==> config.mk <==
export PLATFORM = sky130hd
export DESIGN_NAME = placement_result_collector_flat
export DESIGN_NICKNAME = d
export VERILOG_FILES = /design/src/rtl/placement_result_collector_if.sv /design/src/rtl/placement_result_collector.sv /design/src/flat_wrapper.sv
export SDC_FILE = /design/constraint.sdc
export NUM_CORES = 1
export LEC_CHECK = 0
export ABC_AREA = 1
export CAP_MARGIN = 20
export CORE_ASPECT_RATIO = 1.2
export CORE_MARGIN = 1.5
export CORE_UTILIZATION = 32
export CTS_BUF_LIST = sky130_fd_sc_hd__clkbuf_8
export CTS_CLUSTER_DIAMETER = 120
export CTS_CLUSTER_SIZE = 12
export DETAILED_ROUTE_END_ITERATION = 10
export DONT_BUFFER_PORTS = 1
export HOLD_SLACK_MARGIN = 0.02
export PLACE_DENSITY_LB_ADDON = 0.2
export SYNTH_ARGS = -nofsm -noshare
export SYNTH_HDL_FRONTEND = slang
export SYNTH_SLANG_ARGS = --single-unit
==> constraint.sdc <==
create_clock -name clk_i -period 4.7 [get_ports clk_i]
set_input_delay 0.94 -clock clk_i [delete_from_list [all_inputs] [get_ports clk_i]]
set_output_delay 0.94 -clock clk_i [all_outputs]
set_load 0.03 [all_outputs]
==> src/rtl/placement_result_collector_if.sv <==
// rtl/placement_result_collector_if.sv - Result stream between the collector and its consumer.
// The master drives the show-ahead head entry; the slave accepts it with ready.
interface placement_result_collector_if;
    logic       valid;
    logic       ready;
    logic [7:0] x;
    logic [7:0] y;
    logic [3:0] strike;
    logic       struck;

    modport master (output valid, x, y, strike, struck, input ready);
    modport slave  (input valid, x, y, strike, struck, output ready);
endinterface

==> src/rtl/placement_result_collector.sv <==
// rtl/placement_result_collector.sv - Realigns placer outputs with their requests and queues them.
// A valid delay line marks when the fixed-latency placer result is present; results go into a show-ahead FIFO.
module placement_result_collector #(
    parameter int LATENCY = 8,
    parameter int DEPTH   = 8
) (
    input  logic                      clk_i,
    input  logic                      rst_i,
    input  logic                      req_valid_i,
    input  logic [7:0]                index_x_i,
    input  logic [7:0]                index_y_i,
    input  logic [3:0]                strike_i,
    placement_result_collector_if.master res,
    output logic [$clog2(DEPTH):0]    level_o,
    output logic [15:0]               placed_cnt_o,
    output logic                      overflow_o
);
    localparam int AW = $clog2(DEPTH);
    localparam int LW = AW + 1;

    typedef struct packed {
        logic [7:0] x;
        logic [7:0] y;
        logic [3:0] strike;
        logic       struck;
    } result_t;

    logic [LATENCY-1:0] vp_q, vp_d;
    logic [AW-1:0]      wr_ptr_q, wr_ptr_d;
    logic [AW-1:0]      rd_ptr_q, rd_ptr_d;
    logic [LW-1:0]      level_q, level_d;
    logic [15:0]        placed_q, placed_d;
    logic               overflow_q, overflow_d;
    logic [3:0]         last_strike_q, last_strike_d;
    result_t            mem_q [DEPTH];
    result_t            cap_res;
    result_t            head;
    logic               capture, full, head_valid, pop, push;

    always_comb begin
        vp_d          = vp_q << 1;
        vp_d[0]       = req_valid_i;
        capture       = vp_q[LATENCY-1];
        full          = (level_q == LW'(DEPTH));
        head_valid    = (level_q != '0);
        pop           = head_valid && res.ready;
        push          = capture && (!full || pop);
        cap_res       = '{x: index_x_i, y: index_y_i, strike: strike_i,
                          struck: (strike_i != last_strike_q)};

        wr_ptr_d      = wr_ptr_q;
        rd_ptr_d      = rd_ptr_q;
        level_d       = level_q;
        placed_d      = placed_q;
        overflow_d    = overflow_q;
        last_strike_d = last_strike_q;

        // The strike reference advances on every capture, dropped or not.
        if (capture) begin
            last_strike_d = strike_i;
        end
        if (capture && !push) begin
            overflow_d = 1'b1;
        end
        if (push) begin
            wr_ptr_d = wr_ptr_q + AW'(1);
            if (placed_q != 16'hFFFF) begin
                placed_d = placed_q + 16'd1;
            end
        end
        if (pop) begin
            rd_ptr_d = rd_ptr_q + AW'(1);
        end
        case ({push, pop})
            2'b10:   level_d = level_q + LW'(1);
            2'b01:   level_d = level_q - LW'(1);
            default: level_d = level_q;
        endcase
    end

    always_ff @(posedge clk_i or posedge rst_i) begin
        if (rst_i) begin
            vp_q          <= '0;
            wr_ptr_q      <= '0;
            rd_ptr_q      <= '0;
            level_q       <= '0;
            placed_q      <= '0;
            overflow_q    <= 1'b0;
            last_strike_q <= '0;
        end else begin
            vp_q          <= vp_d;
            wr_ptr_q      <= wr_ptr_d;
            rd_ptr_q      <= rd_ptr_d;
            level_q       <= level_d;
            placed_q      <= placed_d;
            overflow_q    <= overflow_d;
            last_strike_q <= last_strike_d;
        end
    end

    // Storage is left alone by reset; an empty FIFO never exposes it.
    always_ff @(posedge clk_i) begin
        if (push) begin
            mem_q[wr_ptr_q] <= cap_res;
        end
    end

    always_comb begin
        head       = mem_q[rd_ptr_q];
        res.valid  = head_valid;
        res.x      = head_valid ? head.x      : '0;
        res.y      = head_valid ? head.y      : '0;
        res.strike = head_valid ? head.strike : '0;
        res.struck = head_valid ? head.struck : 1'b0;
    end

    assign level_o      = level_q;
    assign placed_cnt_o = placed_q;
    assign overflow_o   = overflow_q;
endmodule

==> src/flat_wrapper.sv <==
// flat-port wrapper written by rule: the top's interface ports become plain ports
module placement_result_collector_flat 
#(
    parameter int LATENCY = 8,
    parameter int DEPTH   = 8
)
  (clk_i, rst_i, req_valid_i, index_x_i, index_y_i, strike_i, level_o, placed_cnt_o, overflow_o, res_valid, res_x, res_y, res_strike, res_struck, res_ready);
  placement_result_collector_if res_i ();
  input  logic clk_i;
  input  logic rst_i;
  input  logic req_valid_i;
  input  logic [7:0] index_x_i;
  input  logic [7:0] index_y_i;
  input  logic [3:0] strike_i;
  output logic [$clog2(DEPTH):0] level_o;
  output logic [15:0] placed_cnt_o;
  output logic overflow_o;
  output wire logic [$bits(res_i.valid)-1:0] res_valid;
  output wire logic [$bits(res_i.x)-1:0] res_x;
  output wire logic [$bits(res_i.y)-1:0] res_y;
  output wire logic [$bits(res_i.strike)-1:0] res_strike;
  output wire logic [$bits(res_i.struck)-1:0] res_struck;
  input wire logic [$bits(res_i.ready)-1:0] res_ready;
  assign res_valid = res_i.valid;
  assign res_x = res_i.x;
  assign res_y = res_i.y;
  assign res_strike = res_i.strike;
  assign res_struck = res_i.struck;
  assign res_i.ready = res_ready;
  placement_result_collector #(.LATENCY(LATENCY), .DEPTH(DEPTH)) u_core (.clk_i(clk_i), .rst_i(rst_i), .req_valid_i(req_valid_i), .index_x_i(index_x_i), .index_y_i(index_y_i), .strike_i(strike_i), .res(res_i), .level_o(level_o), .placed_cnt_o(placed_cnt_o), .overflow_o(overflow_o));
endmodule
# Word-level counts from Yosys, hierarchy flattened
# Memory sizes are Yosys's and may differ from the RTL's.
# Cells that the tools add are included.
# totals
reg_bits,39
ramBits,168
in_bits,24
output_inout_bits,43
wordCells,34
n_memories,1
# classes
n_addsub,5
n_eq_ne,5
n_mux,7
n_reduce_logical,9
# memory_table
memory,depth,word_bits,rd,rd_ports_with_merged_regs,write_ports,line_no,rtl
u_core.mem_q,8,21,1,0,1,placement_result_collector.sv:35,result_t mem_q [DEPTH];
# ops
operator,n
"16-bit by 1-bit adder with 16-bit output, second input constant",1
8-bit two-way mux,2
"16-bit inequality test, second input constant",1
4-bit one-hot mux with 2 select lines,1
"3-bit by 1-bit adder with 3-bit output, second input constant",2
"4-bit by 1-bit adder with 4-bit output, second input constant",1
"4-bit equality test, second input constant",1
4-bit two-way mux,1
4-bit inequality test,1
4-bit nonzero test,1
"4-bit by 1-bit subtractor with 4-bit output, second input constant",1
1-bit logical AND,3
1-bit two-way mux,3
"2-bit by 1-bit equality test with 1-bit output, second input constant",1
"2-bit equality test, second input constant",1
1-bit logical NOT,2
2-bit AND reduction,1
2-bit nonzero test,1
1-bit logical OR,1

# Logic depth before layout (Yosys ltp)
# Gate-level depths: netlist of the first run.
# depth
word_depth,6
depth_mapped,14
mapped_depth_nobuf,14

# Worst setup path before layout of the first run
# OpenSTA, ideal clock, no wires.
# synth_path
path_type,in2reg
startpoint,input res_ready
endpoint,memory u_core.mem_q[0][0] (netlist bit) (enable)
setup_time_ns,0.399
t_arrival_ns,2.395
t_required_ns,4.301
slack_ns,1.907
path_stages,5
n_path_buf,0
path_cell_list,nor2_1 > nand3_1 > nand2_1 > or2_2 > nor2_1
# synth_via
elab_chain_len,5
# synth_lines
item,line_no,rtl
"start, declared",flat_wrapper.sv:23,input wire logic [$bits(res_i.ready)-1:0] res_ready;
1-bit logical AND,placement_result_collector.sv:46,pop = head_valid && res.ready;
1-bit logical OR,placement_result_collector.sv:47,push = capture && (!full || pop);
1-bit logical AND,placement_result_collector.sv:47,
1-bit two-way mux,placement_result_collector.sv:103,if (push) begin
1-bit two-way mux (not written as such),placement_result_collector.sv:104,mem_q[wr_ptr_q] <= cap_res;
"end, declared",placement_result_collector.sv:35,
# Every way passes these cells.

# Final worst setup path of the first run
# layout_path
startpoint,register u_core.rd_ptr_q[0]
endpoint,output res_x[3]
# layout_via
elab_chain_len,2
# layout_lines
item,line_no,rtl
"start, declared",placement_result_collector.sv:30,"logic [AW-1:0] rd_ptr_q, rd_ptr_d;"
"start signal, assigned",placement_result_collector.sv:93,rd_ptr_q <= rd_ptr_d;
memory read 8 x 21 bit,n/a,
8-bit two-way mux,placement_result_collector.sv:111,res.x = head_valid ? head.x : '0;
"end, declared",flat_wrapper.sv:19,output wire logic [$bits(res_i.x)-1:0] res_x;
# Every way passes these cells.

==> results of run 1 <==
## critical path, stage by stage (launching register included)
cell     delay [ns]
dfrtp_2        0.96
buf_4          0.48
nor2_1         0.09
nor2_1         0.09
o21ai_1        0.08
o21ai_0        0.07
o21ai_0        0.09
nor2_1         0.59
## cell type report
class	count	area share [%]
inverters	28	1.195
repair buffers	15	1.328
well taps	340	4.515
flip-flops and latches	207	63.93
clock inverters	17	0.7968
multi-input cells	496	25.17
clock buffers	21	3.068
## routing by layer
layer  up-vias  track usage, %
met2        96           25.41
met1      2542           16.00
met5         -               0
met4         0           3.767
met3        27           2.782
li1       2620               -
## synth_stat cells, types with 2 or more instances
master,instances,share of area (%)
o21ai_0,97,5.6
inv_2,4,0.17
inv_1,22,0.95
o21ai_1,55,3.2
o21ai_2,7,0.70
dfrtp_1,39,11
buf_1,2,0.086
nand3_1,12,0.69
edfxtp_1,168,58
nand2_1,82,3.5
xor2_1,10,1.0
nor2_2,2,0.14
clkbuf_1,12,0.52
buf_6,8,1.0
buf_4,2,0.17
a21oi_1,2,0.11
ha_1,5,0.72
nor2_1,192,8.3
buf_2,11,0.63
nand2_2,10,0.72
xnor2_1,10,1.0
nand2_4,3,0.39
## where the power goes
group | total [mW] | leakage [nW] | internal (mW) | switching, mW
Sequential | 2.65 | 2.00 | 2.27 | 0.384
Combinational | 1.96 | 1.13 | 0.528 | 1.43
Clock | 1.04 | 0.237 | 0.425 | 0.615
Total | 5.65 | 3.37 | 3.22 | 2.43
## state kept, by name, summed over array words and instances (netlist names)
name	flops
u_core.overflow_o	1
u_core.last_strike_q	4
u_core.placed_cnt_o	16
u_core.mem_q	168
u_core.vp_q	8
u_core.rd_ptr_q	3
u_core.wr_ptr_q	3
u_core.level_o	4
## kinds of logic after synthesis
kind of cell / Yosys count
fa+ha+maj: 6
flops: 207
compound gates: 162
simple gates: 308
xor+xnor: 20
buf+inv: 64
## stage by stage
step                power, mW  instances  hold WS, ns
finish                  5.649       1124       0.3284
global route            6.064       1124       0.3317
CTS                     5.767       1124       0.3337
detailed placement      4.709       1086       0.3356
global placement        4.688       1086       0.3328
floorplan               4.243        767       0.3312
## path summary, 6_finish.rpt
check,from,endpoint,slack [ns],cells past startpoint
setup / recovery,u_core.rd_ptr_q[0],res_x[3],0.74,7
hold / removal,u_core.vp_q[5],u_core.vp_q[6],0.33,0
setup reg to reg,u_core.level_o[0],u_core.level_o[3],1.90,13
hold reg to reg,u_core.vp_q[5],u_core.vp_q[6],0.33,0
max in group asynchronous,rst_i,u_core.rd_ptr_q[0],3.90,2
min in group asynchronous,rst_i,u_core.vp_q[3],0.42,2
==> PnR_summary.wiki, run 1 <==
{| class="wikitable"
! Metric !! Value
|-
| ANT cells || 0
|-
| Path class of the lowest-slack min-delay path || reg -> reg
|-
| Post-synthesis simple-gate area fraction || 14.38%
|-
| Floorplan core area || about 27000 um^2
|-
| RSZ-0062 raised after global routing || false
|-
| Endpoint required time on the critical path || 3.76 ns
|-
| Aggregate global-route resource usage || between 10% and 20%
|-
| Number of synthesized flops with an enable pin || 168
|-
| DRC violations left || 0
|-
| Y dimension of the die || 183.8 um
|-
| TritonCTS clock tree || done
|-
| Most common library cell in the layout ignoring fill and taps || nor2_1
|-
| Register area share after synthesis || between 60% and 70%
|-
| PD cells || 599.6 nW/um^2
|-
| Routed vias || around 5300
|-
| Final Hold Viols || 0
|-
| Horizontal extent of the die || approximately 150 um
|-
| Number of sinks handled by clock tree synthesis || 207
|-
| Post-synthesis to final-layout area growth || 8.081%
|-
| Number of standard cells after synthesis || between 700 and 800
|-
| Tightest slew margin relative to the limit || around 40%
|-
| Final count of negative-setup-slack endpoints || 0
|-
| Buffers from clock root to sink, at most || 3
|-
| Peak supply drop || 309.5 uV
|-
| DRT Pass-1 Iters || 4
|-
| Tightest Pin Transition || roughly 0.9 ns
|-
| Total length of routed wires || ~19000 um
|-
| Multiplexer fraction of the synthesized cell area || 0%
|-
| Crit path setup slack, layout || 0.7426 ns
|-
| Fmax || 252.7 MHz
|-
| Global-route wire length before repair || roughly 30000 um
|-
| GPL Wtd Cong || approximately 0.7
|-
| Later-pin clock latency in the skew report || between 0.5 and 0.6 ns
|-
| Synthesized cell area || 8717 um^2
|-
| Drt first-iter violations || between 200 and 300
|-
| Root buffer selected by CTS || clkbuf_8
|-
| Minimum setup slack after placement || around 1.3 ns
|-
| Leakage power || between 3 and 4 nW
|-
| Routed len/inst || around 17 um
|-
| Number of library cell types mapped by synthesis || 34
|-
| Average cell area after synthesis || approximately 11 um^2
|-
| Kind of end point of the critical path || output port
|-
| Count of buffers from port buffering || 0
|-
| Aggregate global routing overflow || 0
|-
| Number of max-slew violations in the final report || 0
|-
| Run status || complete, no violations
|-
| Met1 Wirelength || 7973 um
|-
| Vias in the first global route || 5273
|-
| Post-route fraction of the period consumed by the critical path || 84.20%
|-
| Final Core Density || a little over a third
|-
| Total setup buffers inserted after CTS || 0
|-
| Effective utilization at floorplan || about a third
|-
| Area share of fa/ha/maj cells after synthesis || less than 1%
|-
| Total I/O pin count || 67
|-
| Antenna-violating nets left || 0
|-
| Commonest non-fill, non-tap cells in the layout || nor2_1 (184), edfxtp_1 (168), o21ai_0 (97)
|-
| Critical setup path kind || reg -> out
|-
| Die area || 28240 um^2
|-
| Routed wl met2 || a little under 10000 um
|-
| Worst EP arrival || approximately 3 ns
|-
| Largest family of logic cells by synthesized area || simple AND/OR/NAND/NOR gates
|-
| DR vias/cell || approximately 4.7
|-
| Maximum capacitance violations || 0
|-
| Final critical-path required period || ~4.0 ns
|-
| Site Rows || 66
|-
| Accumulated negative setup slack || 0 ns
|-
| Highest routing layer actually used || met4
|-
| Total number of yosys warnings || 0
|-
| Flip-flop and latch count after synthesis || approximately 210
|-
| Share of post-route cells with drive strength above 1 || roughly 10%
|-
| Post-layout nets || between 700 and 800
|-
| TritonCTS buffer count || 21
|-
| Hold buffers post-CTS || 0
|-
| Clock Pin Slew Worst Setup and Hold Paths || 0.09 ns
|-
| Cell area after layout || between 9000 and 10000 um^2
|-
| Area of the multi-input gates || 2371 um^2
|-
| Maximum fanout along the worst path || 50
|-
| Number of resized instances in the post-cts repair step || 0
|-
| Critical Path Source Type || flip-flop
|-
| Initial antenna violation count || 0
|-
| Flip-flop cell with the highest count after synthesis || edfxtp_1
|-
| Detailed-placement wirelength estimate || 11000 um
|-
| Detailed-routed wire length on met3 || ~870 um
|-
| Xor/xnor share of the synthesized area || approximately 2%
|-
| Post-synth ARST share || a little under a fifth
|-
| Flip-flop and latch area || 6023 um^2
|-
| Instance area after placement || ~9100 um^2
|-
| Count of filler cells inserted in the layout || about 2700
|-
| CTS H-tree depth || 1
|-
| Fraction of the mapped netlist area in compound gates || about a tenth
|-
| Pin count of the biggest net entering global routing || 53
|-
| Nets in the synthesized netlist || roughly 800
|-
| Worst Skew || between 0.03 and 0.04 ns
|}
No activity file was read; power rests on OpenSTA's default activity.
==> inputs of run 2 (changes only) <==
- clock period: 4.7 -> 3.56 ns (I/O delays scaled with it)
==> PnR_summary.wiki, run 2 (synthesis gave the netlist of run 1 again) <==
{| class="wikitable"
! Metric !! Value
|-
| Later-pin clock latency in the skew report || 0.54 ns (about the same)
|-
| Critical Path Source Type || flip-flop
|-
| Minimum setup slack after placement || 0.7882 ns (-0.4865 ns)
|-
| Final Hold Viols || 0 (unchanged)
|-
| Origin of the worst min-delay path || req_valid_i
|-
| Detailed-placement wirelength estimate || 11690 um (+6.3%)
|-
| Final Core Density || 35.79% (+0.79 points)
|-
| Tightest Pin Transition || 0.9339 ns (+0.02270 ns)
|-
| Number of max-slew violations in the final report || 0 (unchanged)
|-
| Hold buffers post-CTS || 0 (unchanged)
|-
| ANT cells || 0 (unchanged)
|-
| Accumulated negative setup slack || 0 ns (unchanged)
|-
| Critical R2R Launch || u_core.level_o[0]
|-
| Peak supply drop || 411.3 uV (+33%)
|-
| Global-route wire length before repair || 30910 um (+3.2%)
|-
| Site Rows || 66 (unchanged)
|-
| Most common library cell in the layout ignoring fill and taps || nor2_1
|-
| Root buffer selected by CTS || clkbuf_8
|-
| Total length of routed wires || 19540 um (+3.1%)
|-
| Critical setup path kind || reg -> out
|-
| DRT Pass-1 Iters || 4 (unchanged)
|-
| Pin count of the biggest net entering global routing || 86 (+62%)
|-
| Clock Pin Slew Worst Setup and Hold Paths || 0.09 ns (about the same)
|-
| Cell depth of the worst flop-to-flop path || 13 (unchanged)
|-
| Path class of the lowest-slack min-delay path || in -> reg
|-
| Register-to-register setup slack || 0.79 ns (-1.11 ns)
|-
| Fmax || approximately 300 MHz
|-
| Longest individual stage delay on the worst path || 0.69 ns (-0.27 ns)
|-
| PD cells || 819.1 nW/um^2 (+37%)
|-
| TritonCTS clock tree || done
|-
| Post-synthesis to final-layout area growth || 10.52%
|-
| Number of sinks handled by clock tree synthesis || 207 (unchanged)
|-
| Endpoint required time on the critical path || 2.85 ns (-0.91 ns)
|-
| Effective utilization at floorplan || 32.38% (unchanged)
|-
| Antenna-violating nets left || 0 (unchanged)
|-
| Number of resized instances in the post-cts repair step || 0 (unchanged)
|-
| Initial antenna violation count || 0 (unchanged)
|-
| Routed vias || 5457 (+3.3%)
|-
| Run status || complete, no violations
|-
| Max stage delay cell, worst path || buf_4
|-
| Tightest slew margin relative to the limit || 37.67% (-1.5 points)
|-
| Design Power || 7.891 mW (+40%)
|-
| Worst EP arrival || 2.53 ns (-0.49 ns)
|-
| Maximum fanout along the worst path || 85 (+70%)
|-
| Floorplan core area || 26920 um^2 (unchanged)
|-
| Register ranked first by flip-flop count || u_core.mem_q
|-
| Die area || 28240 um^2 (unchanged)
|-
| Leakage power || 3.499 nW (+3.8%)
|-
| Final count of negative-setup-slack endpoints || 0 (unchanged)
|-
| Kind of end point of the critical path || output port
|-
| Vias in the first global route || 5422 (+2.8%)
|-
| RSZ-0062 raised after global routing || false
|-
| Routed len/inst || 17.01 um (+0.89%)
|-
| Count of buffers from port buffering || 0 (unchanged)
|-
| Maximum capacitance violations || 0 (unchanged)
|-
| GPL Wtd Cong || 0.7321 (+4.5%)
|-
| Post-layout nets || 824 (+3.1%)
|-
| Horizontal extent of the die || 153.7 um (unchanged)
|-
| Total setup buffers inserted after CTS || 0 (unchanged)
|-
| Cell chain of the critical path || buf_4 > o21ai_0 > o21ai_1 > o21ai_1 > nor2_1 > buf_4
|-
| CTS H-tree depth || 1 (unchanged)
|-
| TritonCTS buffer count || 21 (unchanged)
|-
| Aggregate global-route resource usage || 14.14% (+0.44 points)
|-
| Worst r2r dst || u_core.level_o[3]
|-
| Buffers from clock root to sink, at most || 3 (unchanged)
|-
| Post-route fraction of the period consumed by the critical path || 91.20%
|-
| Worst hold endpoint || u_core.vp_q[0]
|-
| Share of post-route cells with drive strength above 1 || 12.98% (+2.8 points)
|-
| Flip-flop count of the largest register, all copies and words added || 168 (unchanged)
|-
| Worst Skew || 0.03121 ns (+0.0009623 ns)
|-
| Commonest non-fill, non-tap cells in the layout || nor2_1 (184), edfxtp_1 (168), o21ai_0 (97)
|-
| Final critical-path required period || roughly 3.2 ns
|-
| Aggregate global routing overflow || 0 (unchanged)
|-
| Drt first-iter violations || 314 (+12%)
|-
| Total I/O pin count || 67 (unchanged)
|-
| Crit path setup slack, layout || 0.3133 ns (-0.4294 ns)
|-
| DRC violations left || 0 (unchanged)
|-
| Hold depth || 0 (unchanged)
|-
| DR vias/cell || 4.749 (+1.0%)
|-
| Y dimension of the die || 183.8 um (unchanged)
|}
-- run 2: cell types whose count changed in the layout (fill, tap and decap cells not counted) --
cell / before / now
buf_12: 1 / 3
buf_4: 14 / 37
-- run 2: per-layer routing --
layer / vias up / GRT usage, % / share of wire (%)
li1: 2666 / - / -
met1: 2655 / 17.88 / 44
met2: 101 / 24.49 / 49
met3: 35 / 2.711 / 4.7
met4: 0 / 4.427 / 2.3
met5: - / 0 / 0
-- run 2: layout make-up --
class | count | area, um^2
fill | 2692 | 17290
sequential | 207 | 6023
multi-input combinational | 496 | 2371
tap | 340 | 425.4
timing repair buffer | 40 | 337.8
clock buffer | 21 | 289.0
inverter | 28 | 112.6
clock inverter | 17 | 75.07
-- run 2: through the flow --
stage                     area, um^2  std cells  hold WS (ns)
final                           9634       1149        0.2178
after global routing            9634       1149        0.1787
after CTS                       9634       1149        0.1834
after detailed placement        9270       1111        0.3347
after global placement          9270       1111        0.3324
after floorplan                 8717        767        0.3312
-- run 2: power by group --
part	internal [mW]	switching, mW	total, mW
sequential	3.00	0.377	3.38
clock	0.560	0.822	1.38
combinational	1.02	2.12	3.13
total	4.58	3.31	7.89
-- run 2: worst max-delay path by stage --
stage	slack, ns	end	startpoint
3_3_place_gp	0.83	u_core.level_o[3]	u_core.level_o[0]
4_1_cts	0.25	res_strike[0]	u_core.rd_ptr_q[0]
6_report	0.31	res_y[4]	u_core.rd_ptr_q[0]
2_1_floorplan	0.99	u_core.mem_q[0][0]	res_ready
3_5_place_dp	0.79	u_core.level_o[3]	u_core.level_o[0]
5_1_grt	0.05	res_struck	u_core.rd_ptr_q[0]
-- run 2: critical path: cells and delay by family, from the launching register on --
family	cells	cell delay [ns]
simple gates	1	0.17
compound gates	3	0.53
buf+inv	2	0.87
flops	1	0.37
==> variant 1: new RTL, config.mk and constraints of run 2 <==
`LATENCY` is set to 8 in 2 places; all go to 9.
--- a/src/rtl/placement_result_collector.sv
+++ b/src/rtl/placement_result_collector.sv
@@ -1,7 +1,7 @@
 // rtl/placement_result_collector.sv - Realigns placer outputs with their requests and queues them.
 // A valid delay line marks when the fixed-latency placer result is present; results go into a show-ahead FIFO.
 module placement_result_collector #(
-    parameter int LATENCY = 8,
+    parameter int LATENCY = 9,
     parameter int DEPTH   = 8
 ) (
     input  logic                      clk_i,
--- a/src/flat_wrapper.sv
+++ b/src/flat_wrapper.sv
@@ -1,7 +1,7 @@
 // flat-port wrapper written by rule: the top's interface ports become plain ports
 module placement_result_collector_flat 
 #(
-    parameter int LATENCY = 8,
+    parameter int LATENCY = 9,
     parameter int DEPTH   = 8
 )
   (clk_i, rst_i, req_valid_i, index_x_i, index_y_i, strike_i, level_o, placed_cnt_o, overflow_o, res_valid, res_x, res_y, res_strike, res_struck, res_ready);
Function: changed (a bounded check fails within 10 cycles, from zero or initial values and one cycle with rst_i high).
==> variant 1 against run 2 <==
  * Synthesized cell count down 0.65%
  * Final area decreased by 1.2%
  * Setup slack improved by 0.029 ns
  * Sequential cell count rose by 1
  * Sequential share of layout area grew 1.0 points
  * Power down 2.7%
  * Area after synthesis shrank 1.6%
  * Wire length increased by 2.9%
  * Largest power group unchanged
==> variant 1: results (changes against run 2) <==
Yosys:
- In the post-synthesis netlist, the biggest area contributors are sky130_fd_sc_hd__edfxtp_1 (59%), sky130_fd_sc_hd__dfrtp_1 (12%), sky130_fd_sc_hd__nor2_1 (8.5%).
- The flip-flop and latch count after synthesis came to 208 (+0.48%).
- By count the netlist is led by sky130_fd_sc_hd__nor2_1 (194), sky130_fd_sc_hd__edfxtp_1 (168), sky130_fd_sc_hd__o21ai_0 (136).
- The average instance area after synthesis came to 11.3 sq um (-0.95%).
- The sequential cell area fraction in the yosys report came to 70.5% (+1.4 points).
- The net count of the mapped netlist is 792 (-0.63%).

Finish:
- The number of filler instances in the final layout is 2630 (-2.3%).
- The net total in the final layout was 818 (-0.73%).
- The count of plain and timing-repair buffers was 39 (-2.5%).
- The non-filler instance count after layout is 1136 (-1.1%).
- The non-clock inverter instance count of the final layout is 22 (-21%).
- The fraction of cell area in non-clock buffers is 3.34% (-0.17 points).
- The register share of the cell area is 63.5% (+1.0 points).
- The fraction of area in clock buffers and inverters is 3.68% (-0.099 points).

GRT:
- The number of global-route vias before repair is 5379 (-0.79%).
- The global-route met3 utilization is 2.99% (+0.28 points).
- The met1 capacity usage during global routing is 17.4% (-0.48 points).
- The wire length of the first global-routing pass is 31500 um (+2.0%).
- The global routing met2 resource utilization is 26.2% (+1.7 points).
- The total global routing track utilization came to 14.4% (+0.30 points).

Worst hold path:
- In this run the worst hold path is classified as in2async.

Worst setup path:
- The endpoint of the worst setup timing path is res_struck.

Pwr:
- The internal power is 4.50 mW (-1.8%).
- The peak supply drop is 0.446 mV (+8.4%).
- The leakage power is 3.44 nW (-1.8%).
- The power drawn by the sequential cells was 3.33 mW (-1%).

STA:
- The actual transition at the worst max-transition pin is 0.855 ns (-0.0788 ns).
- The setup skew after layout is 0.0292 ns (-0.00204 ns).

Detailed routing:
- The via density per instance is 4.81 (+1.2%).
- The total length of routed met3 wires is 1220 um (+34%).
- The detailed router's first-iteration violation count was 334 (+6.4%).
- The routed metal-1 wire length was 8260 um (-4.8%).
- The met2 wirelength from detailed routing was 10200 um (+7.7%).
- The routed wire length was 20100 um (+2.9%).

Placed design:
- The final weighted congestion in routability-driven placement is 0.739 (+0.93%).
- The pre-CTS worst setup slack is 0.752 ns (-0.0363 ns).
- The post-DP HPWL is 12600 um (+7.5%).

Clocking:
- The insertion delay of the later-clocked pin in the worst-skew pair was 0.52 ns (-0.02 ns).

Status:
- The run finished with clean final reports.
==> variant 1: cell families (layout without fill, tap and decap cells) <==
kind of cell,count (synthesis),after routing,synth area share (%)
flops,208,208,70.5
buf+inv,58,97,2.93
fa+ha+maj,6,6,0.963
xor+xnor,21,21,2.14
compound gates,156,156,9.13
simple gates,313,313,14.4
==> variant 1: worst max-delay path, stage by stage, from the launching register on <==
cell and delay (ns):
sky130_fd_sc_hd__dfrtp_1 0.60, sky130_fd_sc_hd__nor2_1 0.15, sky130_fd_sc_hd__nand2_1 0.49, sky130_fd_sc_hd__o21ai_0 0.31
sky130_fd_sc_hd__nor2_1 0.23, sky130_fd_sc_hd__buf_4 0.20
==> variant 1: stage by stage <==
| stage | area (sq um) | util (%) |
|---|---|---|
| 2_1_floorplan | 8580 | - |
| 3_3_place_gp | 9170 | 34.8 |
| 3_5_place_dp | 9170 | 34.8 |
| 4_1_cts | 9520 | 36.1 |
| 5_1_grt | 9520 | 36.1 |
| 6_report | 9520 | 36.1 |
==> variant 2: new RTL, config.mk and constraints of run 2 <==
Without the edit above. Register the output `placed_cnt_o` once more, cleared by the reset; this adds one clock of latency there. The other outputs are not delayed to match.
--- a/src/rtl/placement_result_collector.sv
+++ b/src/rtl/placement_result_collector.sv
@@ -115,7 +115,13 @@
     end
 
     assign level_o      = level_q;
-    assign placed_cnt_o = placed_q;
+    always_ff @(posedge clk_i or posedge rst_i) begin
+        if (rst_i) begin
+            placed_cnt_o <= '0;
+        end else begin
+            placed_cnt_o <= placed_q;
+        end
+    end
     assign overflow_o   = overflow_q;
 endmodule
 
Function: changed (a bounded check fails within 10 cycles, from zero or initial values and one cycle with rst_i high).
==> variant 2 against run 2 <==
  * Sequential power increased by 6.5%
  * First-iteration DRC count decreased by 26%
  * Power increased by 2.1%
  * Wire length increased by 2.2%
  * Critical path depth increased by 1
  * Area after synthesis increased by 3.1%
  * Via count increased by 1.6%
  * Combinational power decreased by 4%
  * Final area increased by 3.7%
  * Sequential cell count increased by 16
  * Non-clock buffer count decreased by 3
  * Setup slack improved by 0.23 ns
  * Highest routed layer unchanged
==> variant 2: results (changes against run 2) <==
Status:
- The flow ran to the end, and the final reports show no timing, DRC or antenna violations.

Yosys:
- By area the synthesized netlist is led by sky130_fd_sc_hd__edfxtp_1 (56%), sky130_fd_sc_hd__dfrtp_1 (15%), sky130_fd_sc_hd__nor2_1 (7.1%).
- By count the netlist is led by sky130_fd_sc_hd__nor2_1 (171), sky130_fd_sc_hd__edfxtp_1 (168), sky130_fd_sc_hd__nand2_1 (141).
- The fraction of synthesis flops using an asynchronous set or reset pin is 24.7% (+5.8 points).
- The net count of the mapped netlist is 804 (+0.88%).
- The number of distinct standard cells referenced by the synthesized netlist was 28 (-18%).
- The number of synthesis warnings is 0 (unchanged).
- The fraction of the mapped netlist area in adder cells is 0.919% (-0.028 points).
- The count of flip-flops with a built-in enable after synthesis is 168 (unchanged).
- The xor/xnor share of the synthesized area came to 1.46% (-0.55 points).
- The synthesized-area fraction occupied by ao, oa, aoi and oai cells is 8.44% (-1.2 points).
- The sequential cell area fraction in the yosys report came to 71.5% (+2.4 points).

Finish:
- The net total in the final layout came to 829 (+0.61%).
- The fraction of final layout cells with drive strength greater than 1 is 10.8% (-2.2 points).
- The largest registers in the layout are u_core.mem_q x168, u_core.placed_cnt_o x16, u_core.placed_q x16.
- The antenna diode instance count is 0 (unchanged).

STA:
- The worst slack on hold paths was 0.210 ns (-0.00762 ns).
- The setup skew after layout was 0.0259 ns (-0.00529 ns).
- The headroom to the max-slew limit is 38.9% (+1.3 points).
- The upper clock frequency limit was 332 MHz (+7.7%).

GRT:
- The maximum number of pins on one net before global-route repair is 86 (unchanged).
- The wire length of the first global-routing pass is 31700 um (+2.5%).
- The initial antenna violation count was 0 (unchanged).
- The number of global-route vias before repair is 5503 (+1.5%).
- The total global routing track utilization is 14.0% (-0.094 points).

Worst setup path:
- The startpoint identified for the worst register-to-register timing path is u_core.level_o[1]$_DFFE_PP0P_.
- The setup slack of the most critical reg-to-reg path came to 1.12 ns (+0.33 ns).
- The cell with the largest stage delay on the worst path is sky130_fd_sc_hd__buf_4.
- The worst reg-to-reg path cell count is 7 (-6).
- The end of the worst register-to-register path is u_core.mem_q[7][13]$_DFFE_PP_.
- The largest stage delay on the critical path came to 0.46 ns (-0.23 ns).
- The arrival time reported for the critical path endpoint came to 2.30 ns (-0.23 ns).
- The endpoint of the worst setup timing path is res_y[7].
- The maximum net fanout on the critical path is 54 (-36%).

Placed design:
- The post-DP HPWL is 11400 um (-2.5%).
- The pre-CTS worst setup slack is 1.03 ns (+0.240 ns).
- The final weighted congestion in routability-driven placement is 0.747 (+2.1%).

Detailed routing:
- The number of vias in the routed layout is 5544 (+1.6%).
- The detailed router's first-iteration violation count is 232 (-26%).
- The routed length per placed instance was 16.7 um (-1.6%).

Pwr:
- The peak supply drop came to 0.351 mV (-15%).
- The leakage power is 3.71 nW (+6.2%).

Worst hold path:
- The class of the most critical hold timing path is in2async.

Clocking:
- The clock buffer count from CTS is 22 (+4.8%).
- The depth of the CTS H-tree is 1 (unchanged).
[variant 2: changes by cell type in the layout (fill, tap and decap cells not counted), sizes merged, moves of 3 or more]
cell	change
nor2	-19
o22ai	+21
nand4	+5
dfrtp	+16
inv	-4
o211ai	+21
nand2	+47
xor2	-5
o21ai	-69
buf	-3
[variant 2: logic make-up (layout without fill, tap and decap cells)]
family,after synthesis,in the layout
buffers and inverters,59,99
xor gates and xnor gates,15,15
adders and majority gates,6,6
AOI/OAI and AO/OA,133,133
and+or+nand+nor,338,338
DFF,223,223
[variant 2: power by group]
part           switching [mW]  total, mW  leakage, nW  internal, mW
Sequential              0.408       3.60         2.22          3.19
Combinational            2.02       3.01         1.24         0.987
Clock                   0.855       1.46        0.250         0.601
[variant 2: routing by layer]
layer	up-vias	GRT usage (%)	wire, um
met5	-	0	0
met4	0	3.88	380
met3	28	2.67	885
met2	93	24.4	10100
met1	2711	17.8	8650
li1	2712	-	-
[variant 2: area by class of cell]
| type | count | area [sq um] |
|---|---|---|
| fill | 2783 | 17800 |
| clock inverter | 16 | 62.6 |
| clock buffer | 23 | 317 |
| tap | 379 | 474 |
| timing repair buffer | 37 | 290 |
| multi-input combinational | 492 | 2330 |
| inverter | 23 | 86.3 |
| sequential | 223 | 6420 |
[variant 2: metrics by stage]
stage	utilization (%)	power (mW)	area (sq um)	std cells
2_1_floorplan	-	5.67	8980	774
3_3_place_gp	34.6	6.73	9610	1154
3_5_place_dp	34.6	6.74	9610	1154
4_1_cts	36.0	8.22	9990	1193
5_1_grt	36.0	8.63	9990	1193
6_report	36.0	8.06	9990	1193
